$ cat config.mk
export PLATFORM = sky130hd
export DESIGN_NAME = dma_io_device
export DESIGN_NICKNAME = d
export VERILOG_FILES = /design/src/rtl/dma_io_device.sv
export SDC_FILE = /design/constraint.sdc
export NUM_CORES = 1
export LEC_CHECK = 0
export CORE_MARGIN = 3
export CORE_UTILIZATION = 40
export CTS_BUF_LIST = sky130_fd_sc_hd__clkbuf_4
export CTS_CLUSTER_SIZE = 25
export DETAILED_ROUTE_END_ITERATION = 12
export PLACE_DENSITY_LB_ADDON = 0.12
export SYNTH_ARGS = -nofsm -noshare
export SYNTH_HDL_FRONTEND = slang
export SYNTH_SLANG_ARGS = --single-unit
$ cat constraint.sdc
create_clock -name CLK -period 6.1 [get_ports CLK]
set_input_delay 1.22 -clock CLK [delete_from_list [all_inputs] [get_ports CLK]]
set_output_delay 1.22 -clock CLK [all_outputs]
set_load 0.01 [all_outputs]
$ cat src/rtl/dma_io_device.sv
// Peripheral-side DREQ/DACK responder for one DMA channel, with a small FIFO
// between the controller data bus and a host valid/ready stream.
module dma_io_device #(
  parameter int unsigned DATA_W     = 8,
  parameter int unsigned FIFO_DEPTH = 4
) (
  input  logic              CLK,
  input  logic              RESET_N,
  input  logic              EN,
  input  logic              DIR,
  output logic              DREQ,
  input  logic              DACK,
  input  logic              IOR_N,
  input  logic              IOW_N,
  input  logic              EOP_N,
  input  logic [DATA_W-1:0] DB_IN,
  output logic [DATA_W-1:0] DB_OUT,
  output logic              DB_OE,
  input  logic              HIN_VALID,
  input  logic [DATA_W-1:0] HIN_DATA,
  output logic              HIN_READY,
  output logic              HOUT_VALID,
  output logic [DATA_W-1:0] HOUT_DATA,
  input  logic              HOUT_READY,
  output logic              TC,
  input  logic              TC_CLR
);

  localparam int unsigned PTR_W = (FIFO_DEPTH > 1) ? $clog2(FIFO_DEPTH) : 1;
  localparam int unsigned CNT_W = PTR_W + 1;

  typedef enum logic [2:0] {
    S_IDLE,
    S_REQ,
    S_ACK,
    S_XFER,
    S_RECOVER
  } state_e;

  state_e            state_q;
  logic              dreq_q;
  logic              db_oe_q;
  logic              tc_q;
  logic              dir_q;
  logic [DATA_W-1:0] db_out_q;
  logic [DATA_W-1:0] cap_q;
  logic [DATA_W-1:0] mem_q [FIFO_DEPTH];
  logic [PTR_W-1:0]  wptr_q;
  logic [PTR_W-1:0]  rptr_q;
  logic [CNT_W-1:0]  cnt_q;

  logic              full_c;
  logic              empty_c;
  logic              strobe_low_c;
  logic              xfer_done_c;
  logic              host_push_c;
  logic              host_pop_c;
  logic              dma_push_c;
  logic              dma_pop_c;
  logic              push_c;
  logic              pop_c;
  logic [DATA_W-1:0] push_data_c;
  logic [DATA_W-1:0] head_c;

  assign full_c       = (cnt_q == CNT_W'(FIFO_DEPTH));
  assign empty_c      = (cnt_q == '0);
  assign head_c       = mem_q[rptr_q];
  assign strobe_low_c = dir_q ? !IOR_N : !IOW_N;

  // A transfer ends on the strobe rising or on DACK being withdrawn mid-strobe.
  assign xfer_done_c  = (state_q == S_XFER) && (!strobe_low_c || !DACK);
  assign dma_pop_c    = xfer_done_c && dir_q;
  assign dma_push_c   = xfer_done_c && !dir_q;
  assign host_push_c  = HIN_VALID && HIN_READY;
  assign host_pop_c   = HOUT_VALID && HOUT_READY;
  assign push_c       = (host_push_c || dma_push_c) && !full_c;
  assign pop_c        = (host_pop_c || dma_pop_c) && !empty_c;
  assign push_data_c  = dma_push_c ? (strobe_low_c ? DB_IN : cap_q) : HIN_DATA;

  assign DREQ       = dreq_q;
  assign DB_OE      = db_oe_q;
  assign DB_OUT     = db_out_q;
  assign TC         = tc_q;
  assign HIN_READY  = dir_q && !full_c;
  assign HOUT_VALID = !dir_q && !empty_c;
  assign HOUT_DATA  = head_c;

  // FIFO pointers and occupancy; pointers wrap naturally at the power-of-2 depth.
  always_ff @(posedge CLK or negedge RESET_N) begin
    if (!RESET_N) begin
      wptr_q <= '0;
      rptr_q <= '0;
      cnt_q  <= '0;
    end else begin
      if (push_c) wptr_q <= wptr_q + PTR_W'(1);
      if (pop_c)  rptr_q <= rptr_q + PTR_W'(1);
      if (push_c && !pop_c)      cnt_q <= cnt_q + CNT_W'(1);
      else if (pop_c && !push_c) cnt_q <= cnt_q - CNT_W'(1);
    end
  end

  always_ff @(posedge CLK) begin
    if (push_c) mem_q[wptr_q] <= push_data_c;
  end

  // Handshake FSM with registered bus outputs.
  always_ff @(posedge CLK or negedge RESET_N) begin
    if (!RESET_N) begin
      state_q  <= S_IDLE;
      dreq_q   <= 1'b0;
      db_oe_q  <= 1'b0;
      db_out_q <= '0;
      cap_q    <= '0;
      tc_q     <= 1'b0;
      dir_q    <= 1'b1;
    end else begin
      if (!EOP_N && (state_q inside {S_ACK, S_XFER, S_RECOVER})) tc_q <= 1'b1;
      else if (TC_CLR)                                           tc_q <= 1'b0;

      unique case (state_q)
        S_IDLE: begin
          dir_q <= DIR;
          if (EN && !tc_q && (DIR ? !empty_c : !full_c)) begin
            state_q <= S_REQ;
            dreq_q  <= 1'b1;
          end
        end
        S_REQ: begin
          if (DACK) begin
            state_q <= S_ACK;
            dreq_q  <= 1'b0;
          end else if (!EN) begin
            state_q <= S_IDLE;
            dreq_q  <= 1'b0;
          end
        end
        S_ACK: begin
          if (strobe_low_c) begin
            state_q <= S_XFER;
            db_oe_q <= dir_q;
            cap_q   <= DB_IN;
            if (dir_q) db_out_q <= head_c;
          end else if (!DACK) begin
            state_q <= S_IDLE;
          end
        end
        S_XFER: begin
          if (xfer_done_c) begin
            db_oe_q <= 1'b0;
            state_q <= DACK ? S_RECOVER : S_IDLE;
          end else if (!dir_q) begin
            cap_q <= DB_IN;
          end
        end
        S_RECOVER: begin
          if (!DACK) state_q <= S_IDLE;
        end
        default: state_q <= S_IDLE;
      endcase
    end
  end

endmodule

[Word level (Yosys, flattened, before mapping)]
Memory sizes are Yosys's and may differ from the RTL's.
Index checks and enable logic that the tools add are counted.
Storage, ports and cells
  bits in read-only memories: 0
  input bits: 27
  RAM bits: 32
  bits in latches: 0
  memories kept: 1
  flip-flop bits (word level): 30
  logic and storage cells: 94
Memories
  mem_q: depth 4, width 8, rd ports 1, clocked after Yosys merged registers in 0, write ports 1, RTL line 47  | logic [DATA_W-1:0] mem_q [FIFO_DEPTH];
Cells by class
  reduce and logical (&&, ||, !) cells: 40
  add/subtract/negate cells: 4
  equal/unequal tests: 11
  order comparisons: 0
  div/mod/pow operators: 0
  multipliers: 0
  bitwise gates (word level): 0
  shift operators: 0
  multiplexer cells: 28
Operators with widths (number)
  two-way mux 8 bit: 4
  two-way mux 3 bit: 9
  one-hot mux 8 bit (2 select lines): 1
  one-hot mux 3 bit (5 select lines): 1
  AND reduction 3 bit: 5
  logical AND 1 bit: 14
  logical NOT 1 bit: 11
  two-way mux 1 bit: 11
  inequality test 2 bit (second input constant): 5
  nonzero test 2 bit: 4
  == test 3 x 2 -> 1 bit (second input constant): 2
  == test 3 bit (second input constant): 2
  logical NOT 3 bit: 2
  adder 2 x 1 -> 2 bit (second input constant): 2
  one-hot mux 1 bit (2 select lines): 2
  adder 3 x 1 -> 3 bit (second input constant): 1
  == test 3 x 1 -> 1 bit (second input constant): 1
  logical OR 1 bit: 3
  inequality test 3 bit (second input constant): 1
  nonzero test 3 bit: 1
  subtractor 3 x 1 -> 3 bit (second input constant): 1

[Depth between registers and ports, before layout]
  word-level depth: 12
  depth in mapped cells: 10
  mapped depth without buffers: 9

[Worst setup path after synthesis]
Ideal clock, no wire load.
  path type: input -> register
  start point: in IOW_N
  end point: reg cnt_q[2]
  stages: 9
  buffers on the path: 0
  arrival: 2.832 ns
  slack: 3.188 ns
  data required time: 6.021 ns
  cells stage by stage: nand2b_1 a21oi_1 a221oi_2 ha_1 inv_1 fa_1 xor2_1 nor2_1 xor2_1
On the way
  word-level cells in the longest chain between the ends: 11
Ends and longest elaborated chain
  start: declaration: RTL line 14  | input logic IOW_N,
  logical NOT 1 bit *: RTL line 68  | assign strobe_low_c = dir_q ? !IOR_N : !IOW_N;
  two-way mux 1 bit *: RTL line 68
  logical NOT 1 bit *: RTL line 71  | assign xfer_done_c = (state_q == S_XFER) && (!strobe_low_c || !DACK);
  logical OR 1 bit *: RTL line 71
  logical AND 1 bit *: RTL line 71
  logical AND 1 bit *: RTL line 73  | assign dma_push_c = xfer_done_c && !dir_q;
  logical OR 1 bit *: RTL line 76  | assign push_c = (host_push_c || dma_push_c) && !full_c;
  logical AND 1 bit *: RTL line 76
  net push_c: RTL line 60  | logic push_c;
  logical NOT 1 bit: RTL line 98  | else if (pop_c && !push_c) cnt_q <= cnt_q - CNT_W'(1);
  logical AND 1 bit: RTL line 98
  nonzero test 2 bit (no source line)
  end signal: assignment: RTL line 97  | if (push_c && !pop_c) cnt_q <= cnt_q + CNT_W'(1);
  end signal: assignment: RTL line 98
  end: declaration: RTL line 50  | logic [CNT_W-1:0] cnt_q;
The timed path passes the listed nets; every way through them passes the cells marked *.
A chain may end at the register's enable or synchronous reset.

[Worst setup path after layout]
  start point: reg rptr_q[0]
  end point: out HOUT_DATA[5]
On the way
  word-level cells in the longest chain between the ends: 1
Ends and longest elaborated chain
  start: declaration: RTL line 49  | logic [PTR_W-1:0] rptr_q;
  start signal: assignment: RTL line 96  | if (pop_c) rptr_q <= rptr_q + PTR_W'(1);
  memory read (4 x 8 bit)
  end: declaration: RTL line 23  | output logic [DATA_W-1:0] HOUT_DATA,
Every way passes these cells.

==> run_results.csv <==
group,metric,value,unit
cells_and_area,drive_gt1_share,18.2,%
floorplanning,die_w,89.7,µm
clock_tree,path_clk_slew,0.09,ns
global_route,met1_usage,19.3,%
clock_tree,cts_num_sinks,62,
place,placed_cells,324,
floorplanning,rows,29,
clock_tree,h-tree-depth,3,
routing,ant_nets,0,
worst_setup_path,critical_path_buf_inv_count,1,
power_and_ir_drop,cellPowerDensity,493,nW/µm²
global_route,met3_usage,4.84,%
place,pre_cts_slack,2.30,ns
global_route,grt_max_degree,31,
min_path,min_path_cells,1,
worst_setup_path,required,4.88,ns
synthesis,synth_warnings,0,
worst_setup_path,crit_slowest_cell,"dfrtp_1",
timing,worstMarginPinSlew,1.08,ns
global_route,use_met2,21.7,%
timing,max_freq,0.289,GHz
global_route,antenna_found_initial,0,
timing,fin_crit,3.46,ns
worst_setup_path,critPathArrivalTime,2.24,ns
worst_setup_path,path_cells,"mux4_2 -> clkdlybuf4s50_1",
global_route,grt_pass1_vias,1731,
timing,setup_ws,2.64,ns
timing,tns,0,ns
outcome,run_status,"finished clean",
worst_setup_path,cp_max_fo,10,
clock_tree,worstSkewPairLatency,0.38,ns
clock_tree,cts_inserted_buffers,9,
timing,final_hold_viol_count,0,
worst_setup_path,cp-end-kind,"output port",
place,routabilityCongestion,0.749,
worst_setup_path,worst_setup_path_endpoint,"HOUT_DATA[5]",
timing,relSlewSlack,26.9,%
synthesis,synth_cells,189,
routing,wl_per_cell,15.7,µm
routing,firstDrtPassIters,4,
worst_setup_path,cp.depth,2,
timing,finClkSkew,0.0152,ns
clock_tree,clock_path_buffers,2,
worst_setup_path,reg2reg_depth,3,
cells_and_area,fin_util,53.4,%
synthesis,ys_types,39,
synthesis,avgSynthCellArea,14.8,µm²
place,place_area,3370,µm²
routing,drtIter0Drc,93,
clock_tree,cts-root-buf,"clkbuf_4",
cells_and_area,layout.cells.most_common_list,"clkdlybuf4s50_1, edfxtp_1, dfrtp_1",
worst_setup_path,worstSetupPathType,"flop to output port",
global_route,grt_busiest_layer,"met2",
global_route,grt_pass1_wl,8.87,mm
synthesis,ys_ff_latch,62,
global_route,grt_overflow,0,
min_path,hp-class,"flop to flop",
cells_and_area,stdcell_area,3500,µm²
worst_setup_path,ff2ff_setup_slack,3.27,ns
clock_tree,cts_tree,"built",
power_and_ir_drop,leakage,1.36,nW
synthesis,ys_seq_area_share,61.1,%
floorplanning,ioPinCount,48,
worst_setup_path,worstReg2RegStart,"dir_q$_DFFE_PN1N_",
clock_tree,hold_buffers,0,
routing,drc,0,
min_path,hold_start,"DB_OUT[1]$_DFFE_PN0P_",
clock_tree,cts_resized,0,
floorplanning,initial_utilization,42.7,%
worst_setup_path,crit_start,"rptr_q[0]$_DFFE_PN0P_",
routing,finalWirelength,5.35,mm
timing,report.final.slew_viol_count,0,
cells_and_area,fin_nets,275,
floorplanning,core-area,6570,µm²
timing,fin_crit_sh,56.6,%
routing,vias,1669,
worst_setup_path,r2r-end,"DB_OUT[1]$_DFFE_PN0P_",
synthesis,syn-num-nets,222,
global_route,track_usage,14.2,%
timing,setup_viol,0,
place,numPortBuffers,47,
synthesis,synthesis.area,2800,µm²
clock_tree,postCtsSetupBuffers,0,
floorplanning,die_y,89.7,µm
cells_and_area,stdcell_count,340,
floorplanning,die_area,8050,µm²
cells_and_area,diodes,0,
cells_and_area,area_growth,25.0,%
place,dpl.hpwl,3.87,mm
worst_setup_path,crit_path_start_kind,"flop",
routing,via_per_inst,4.91,
timing,grt_setup_unrepaired,"no",
cells_and_area,final_common_cell,"clkdlybuf4s50_1",
worst_setup_path,critPathMaxStageDelay,0.74,ns
job,drv_cap,0,
power_and_ir_drop,ir_drop,273,µV
worst_setup_path,critPathTopFamily,"flip-flops",
==> synthesized netlist by cell type, drive strengths merged <==
master	number	share of area, %
inv	7	0.94
nor4	1	0.22
nor2	14	1.9
a211oi	3	0.98
and3	1	0.22
dfrtp	29	26
or3b	1	0.31
buf	5	0.85
nand2b	4	0.89
xor2	4	1.2
and2	5	1.1
a21boi	1	0.27
ha	5	2.2
nand2	5	0.67
clkbuf	1	0.13
o21ai	4	0.71
nand3b	1	0.27
nor3	2	0.36
dfstp	1	0.94
mux4	8	6.4
nor2b	1	0.22
edfxtp	32	34
mux2i	9	3.3
nand3	3	0.54
fa	1	0.71
mux2	19	8.7
a31oi	1	0.22
a221oi	1	0.54
xnor2	3	0.94
and3b	1	0.31
o31ai	1	0.76
a21o	2	0.54
a21oi	13	2.3
==> metal layers <==
metal  vias to the layer above  part of all wire [%]  wire length (µm)
li1                        807                     -                 -
met1                       824                    48              2550
met2                        32                    48              2560
met3                         6                   3.8               204
met4                         0                  0.78                42
met5                         -                     0                 0
==> per-stage QoR <==
| step | power (mW) | hold WS, ns |
|---|---|---|
| floorplan | 1.18 | 0.481 |
| global placement | 1.47 | 0.476 |
| detailed placement | 1.48 | 0.484 |
| CTS | 1.76 | 0.505 |
| global route | 1.85 | 0.524 |
| finish | 1.73 | 0.499 |
==> worst register-to-register path: cells and delay by family, from the launching register on <==
family,cells,cell delay [ns]
mux,2,1.41
simple gates,1,0.62
flops,1,0.69
==> where the power goes <==
group / switching [mW] / leakage, nW / internal (mW)
clock: 0.131 / 0.0771 / 0.142
sequential: 0.121 / 0.652 / 0.612
combinational: 0.310 / 0.633 / 0.412
total: 0.563 / 1.36 / 1.16
==> state kept, by name, indices dropped and copies added, names as in the netlist <==
| name | count |
|---|---|
| DB_OE | 1 |
| cnt_q | 3 |
| state_q | 3 |
| dir_q | 1 |
| mem_q | 32 |
| wptr_q | 2 |
| TC | 1 |
| cap_q | 8 |
| DREQ | 1 |
| rptr_q | 2 |
| DB_OUT | 8 |
==> area by class of cell <==
cell class,count,area (µm²)
timing repair buffer,48,478
multi-input combinational,114,1040
clock buffer,13,97.6
sequential,62,1710
fill,571,3060
clock inverter,3,37.5
tap,93,116
inverter,7,26.3
==> worst min path at each step <==
stage               slack, ns               endpoint
floorplan                0.48   cap_q[0]$_DFFE_PN0P_
global placement         0.48  DB_OUT[1]$_DFFE_PN0P_
detailed placement       0.48  DB_OUT[1]$_DFFE_PN0P_
CTS                      0.51  DB_OUT[1]$_DFFE_PN0P_
global route             0.52  DB_OUT[1]$_DFFE_PN0P_
finish                   0.50  DB_OUT[1]$_DFFE_PN0P_
==> cell families (layout without fill, tap and decap cells) <==
| logic type | count (synthesis) | count (layout) | synth area share [%] |
|---|---|---|---|
| buf+inv | 13 | 71 | 1.92 |
| fa+ha+maj | 6 | 6 | 2.95 |
| simple gates | 39 | 39 | 7.01 |
| mux | 36 | 36 | 18.5 |
| compound gates | 26 | 26 | 6.34 |
| flops | 62 | 62 | 61.1 |
| xor+xnor | 7 | 7 | 2.19 |
No activity file was read; power rests on OpenSTA's default activity.
